--- src/rtl/carry_adder.sv ---
// rtl/carry_adder.sv - 6-bit registered add/subtract unit with one ripple-carry chain
// Decodes the opcode into P/Q/cin, ripples the sum, and registers result and C/V/Z/N flags.
module carry_adder (
    input  logic       clk,
    input  logic       rst_n,
    input  logic       in_valid,
    input  logic [3:0] instruction,
    input  logic [5:0] A,
    input  logic [5:0] B,
    output logic       out_valid,
    output logic [5:0] X,
    output logic       C,
    output logic       V,
    output logic       Z,
    output logic       N
);

    localparam logic [3:0] OP_ADD = 4'b1010;
    localparam logic [3:0] OP_SUB = 4'b1011;
    localparam logic [3:0] OP_INC = 4'b1100;
    localparam logic [3:0] OP_DEC = 4'b1101;
    localparam logic [3:0] OP_NEG = 4'b1110;

    logic [5:0] p;
    logic [5:0] q;
    logic       cin;
    logic       op_known;
    logic [6:0] cy;
    logic [5:0] sum;
    logic [5:0] x_next;
    logic       c_next;
    logic       v_next;

    always_comb begin
        p        = 6'd0;
        q        = 6'd0;
        cin      = 1'b0;
        op_known = 1'b1;
        case (instruction)
            OP_ADD: begin p = A;    q = B;       cin = 1'b0; end
            OP_SUB: begin p = A;    q = ~B;      cin = 1'b1; end
            OP_INC: begin p = A;    q = 6'd0;    cin = 1'b1; end
            OP_DEC: begin p = A;    q = 6'h3F;   cin = 1'b0; end
            OP_NEG: begin p = 6'd0; q = ~A;      cin = 1'b1; end
            default: op_known = 1'b0;
        endcase
    end

    // Single ripple chain shared by every opcode; subtraction is add of ~operand plus one.
    always_comb begin
        cy    = 7'd0;
        sum   = 6'd0;
        cy[0] = cin;
        for (int i = 0; i < 6; i++) begin
            sum[i]  = p[i] ^ q[i] ^ cy[i];
            cy[i+1] = (p[i] & q[i]) | (p[i] & cy[i]) | (q[i] & cy[i]);
        end
    end

    always_comb begin
        x_next = 6'd0;
        c_next = 1'b0;
        v_next = 1'b0;
        if (op_known) begin
            x_next = sum;
            c_next = cy[6];
            v_next = (p[5] == q[5]) && (sum[5] != p[5]);
        end
    end

    always_ff @(posedge clk or negedge rst_n) begin
        if (!rst_n) begin
            out_valid <= 1'b0;
            X         <= 6'd0;
            C         <= 1'b0;
            V         <= 1'b0;
            Z         <= 1'b0;
            N         <= 1'b0;
        end else begin
            out_valid <= in_valid;
            if (in_valid) begin
                X <= x_next;
                C <= c_next;
                V <= v_next;
                Z <= (x_next == 6'd0);
                N <= x_next[5];
            end
        end
    end

endmodule

--- config.mk ---
export PLATFORM = sky130hd
export DESIGN_NAME = carry_adder
export DESIGN_NICKNAME = d
export VERILOG_FILES = /design/src/rtl/carry_adder.sv
export SDC_FILE = /design/constraint.sdc
export NUM_CORES = 1
export LEC_CHECK = 0
export ABC_AREA = 1
export BUFFER_PORTS_ARGS = -buffer_cell sky130_fd_sc_hd__buf_2
export CAP_MARGIN = 20
export CORE_MARGIN = 3
export CORE_UTILIZATION = 45
export CTS_CLUSTER_DIAMETER = 60
export CTS_CLUSTER_SIZE = 10
export DETAILED_ROUTE_END_ITERATION = 10
export MAX_ROUTING_LAYER = met4
export PLACE_DENSITY = 0.86
export SLEW_MARGIN = 40
export SYNTH_ARGS = -nofsm -noshare
export SYNTH_HDL_FRONTEND = slang
export SYNTH_SLANG_ARGS = --single-unit
export TNS_END_PERCENT = 20
--- constraint.sdc ---
create_clock -name clk -period 0.85 [get_ports clk]
set_input_delay 0.1275 -clock clk [delete_from_list [all_inputs] [get_ports clk]]
set_output_delay 0.1275 -clock clk [all_outputs]
set_load 0.05 [all_outputs]
==> summary.md <==
| Metric | Value |
|---|---|
| CP bufs+invs | `6` |
| Slack of the critical path | `-2120 ps` |
| Top layer used by detailed routing | `met4` |
| Die Ht | `48.9 um` |
| Slew Limit Fails | `0` |
| CP max-delay cell | `fa_1` |
| Rel. slew slack | `0.795` |
| Antenna viol nets, final | `0` |
| CTS tree | `yes` |
| Final Wtd Congestion | `0.819` |
| Clk sinks | `10` |
| Hold Vio Cnt, Final | `0` |
| Dpl cell area | `0.00115 mm^2` |
| Area occupied by multi-input gates | `538 um^2` |
| Cell area after layout | `0.00132 mm^2` |
| Post-synth ARST share | `1.00` |
| CP Capture Type | `flip-flop` |
| Post-Syn Instances | `104` |
| Detailed-route via count | `908` |
| Synth top area cells | `dfrtp_1, fa_1, nand2_1` |
| Max-Cap Viols | `0` |
| Chip Width | `48.9 um` |
| R2R Path End | `C` |
| Storage cell area | `250 um^2` |
| Row Count | `14` |
| First-pass GRT wire length | `3910 um` |
| CP Max Fanout | `3` |
| Core box area | `0.00161 mm^2` |
| Layout cell share with drive strength beyond 1 | `0.522` |
| Outcome | `finished, violations left` |
| R2R setup slack | `100 ps` |
| Placed cells | `173` |
| Failing checks | `negative setup slack` |
| Wire length on met3 | `125 um` |
| Leading cell types by count after synthesis | `nand2_1, inv_1, dfrtp_1, nor2_1` |
| Pwr Density | `1250 mW/mm^2` |
| Ant. Diodes | `0` |
| Die area | `0.00239 mm^2` |
| Largest net degree at the start of global routing | `11` |
| Least-Margin Pin Slew | `305 ps` |
| Clk Latency, worst-skew pair | `270 ps` |
| Post-synth EDFFs | `0` |
| RR Startpoint | `C` |
| Synth area leader | `dfrtp_1` |
| H-tree Lvls | `1` |
| Starting density of the core | `0.514` |
| Clock slew at reported path FFs | `60 ps` |
| M1 wire length | `854 um` |
| Max clock buf depth | `2` |
| Leak pwr | `0.686 nW` |
| VDD IR max | `0.961 mV` |
| Final cell count without fillers | `181` |
| Reg2Reg Depth | `1` |
| Post-synth top area share | `0.302` |
| Setup violators final | `20` |
| DR vias/cell | `5.02` |
| Sequential share of the synthesized area | `0.302` |
| Most common cell on crit path | `fa_2` |
| Most numerous cell in the Yosys netlist | `nand2_1` |
| Total gr overflow | `0` |
| Period utilisation layout | `3.49` |
| Num CTS Buffers | `3` |
| Fmax | `0.337 GHz` |
| Layout area overhead | `59.4%` |
| RSZ-0062 raised after global routing | `true` |
| Setup TNS | `-14490 ps` |
| Library cells used by synthesis | `25` |
| Hpwl dp | `1740 um` |
| Vias in the first global route | `936` |
| Remaining DRCs | `0` |
| Fin crit period | `2970 ps` |
| Clk_skew | `0 ps` |
| Synth Net Count | `130` |
| Port bufs | `29` |
| Hold WC Path Type | `in -> reg` |
| Worst path top cell family by delay | `adder cells` |
| CP Cell Sequence | `buf_8 > clkinvlp_4 > nand3_4 > nor2_4 > a21oi_2 > o211ai_1 > fa_2 > fa_2 > inv_2 > fa_2 > inv_2 > fa_2 > fa_2 > inv_2 > fa_1 > inv_2 > o31ai_1 > nand3_1 > nand2_1` |
| Met2 wire len | `1290 um` |
| Mean Syn Cell Area | `7.96 um^2` |
| Mapped cell area | `828 um^2` |
| WL/cell | `12.9 um` |
| Drt total wl | `2330 um` |
| Main synth FF type | `dfrtp_1` |
| Nets | `184` |
| Boundary Pins | `30` |
| WP data required | `1020 ps` |
| CP arrival | `3140 ps` |
| PnR Total Power | `1.64 mW` |
| Worst hold slack | `144 ps` |
| Hold EP | `out_valid` |
| GR Util All Layers | `0.212` |
| Initial antenna violation count | `0` |
| FILL cells | `100` |
| TritonRoute pass-1 iters | `4` |
| Crit Path Class | `in -> reg` |
| Max incr delay on CP | `410 ps` |
| Number of synthesized register bits | `10` |
| Critical Path Source Type | `input port` |
| 1st-iter DRT viols | `22` |
| Worst hold path depth | `2` |
| Yosys warns | `0` |
| Root Driver | `clkbuf_4` |
| Worst hold start | `in_valid` |
[how the worst max path moves through the flow]
| stage | startpoint | endpoint | cells past startpoint | slack [ps] |
|---|---|---|---|---|
| floorplan | instruction[1] | Z | 18 | -2190 |
| global placement | instruction[1] | Z | 19 | -2360 |
| detailed placement | instruction[1] | Z | 19 | -2490 |
| CTS | instruction[1] | Z | 19 | -2120 |
| global route | instruction[1] | Z | 19 | -2260 |
| finish | instruction[1] | Z | 19 | -2120 |
[layer usage]
layer  up-vias  GRT usage
met5         -          -
met4         0     0.0900
met3         5     0.0183
met2        40      0.425
met1       424      0.202
li1        439          -
[power by group]
group / switching [mW] / internal, mW / leakage, nW
sequential: 0.0326 / 0.516 / 0.132
combinational: 0.398 / 0.272 / 0.534
clock: 0.165 / 0.260 / 0.0210
total: 0.595 / 1.05 / 0.686
[layout make-up]
class | instances | share of cell area
Clock buffer | 4 | 0.0275
Inverter | 17 | 0.0512
Multi-Input combinational cell | 75 | 0.408
Sequential cell | 10 | 0.190
Tap cell | 24 | 0.0227
Timing Repair Buffer | 51 | 0.301
[stage by stage]
step | util | setup WS [ps]
final | 0.819 | -2120
after global routing | 0.819 | -2260
after CTS | 0.814 | -2120
after detailed placement | 0.715 | -2490
after global placement | 0.715 | -2360
after floorplan | - | -2190
[timing repair]
item                       in CTS  in global routing
gates resized for setup        34                  0
setup buffers                   2                  1
hold endpoints to repair       10                  0
setup endpoints to repair      20                 20
hold buffers                    1                  0
pin swaps                       2                  0
[cells in the final DEF (no fill, tap or decap), types with 2 or more instances in the layout]
cell and count:
nand3_1 5, clkbuf_4 3, dfrtp_1 10, buf_6 12, fa_2 5, nor2_4 3, o21ai_0 3, nand3_2 3
nand2_1 25, buf_2 16, a21oi_2 2, buf_4 21, o211ai_1 4, nor2_1 9, inv_2 8, nand2_2 2
nand3_4 2, inv_1 8, a21oi_1 3
[registers in the layout, summed over array words and instances (netlist names)]
| name | cells |
|---|---|
| X | 6 |
| C | 1 |
| V | 1 |
| Z | 1 |
| out_valid | 1 |
[cells by family after synthesis]
kind of cell    count (synthesis)  synth area share
compound gates                 14             0.109
fa+ha+maj                       7             0.160
buf+inv                        19            0.0921
flops                          10             0.302
simple gates                   54             0.337
No activity file was read; power rests on OpenSTA's default activity.
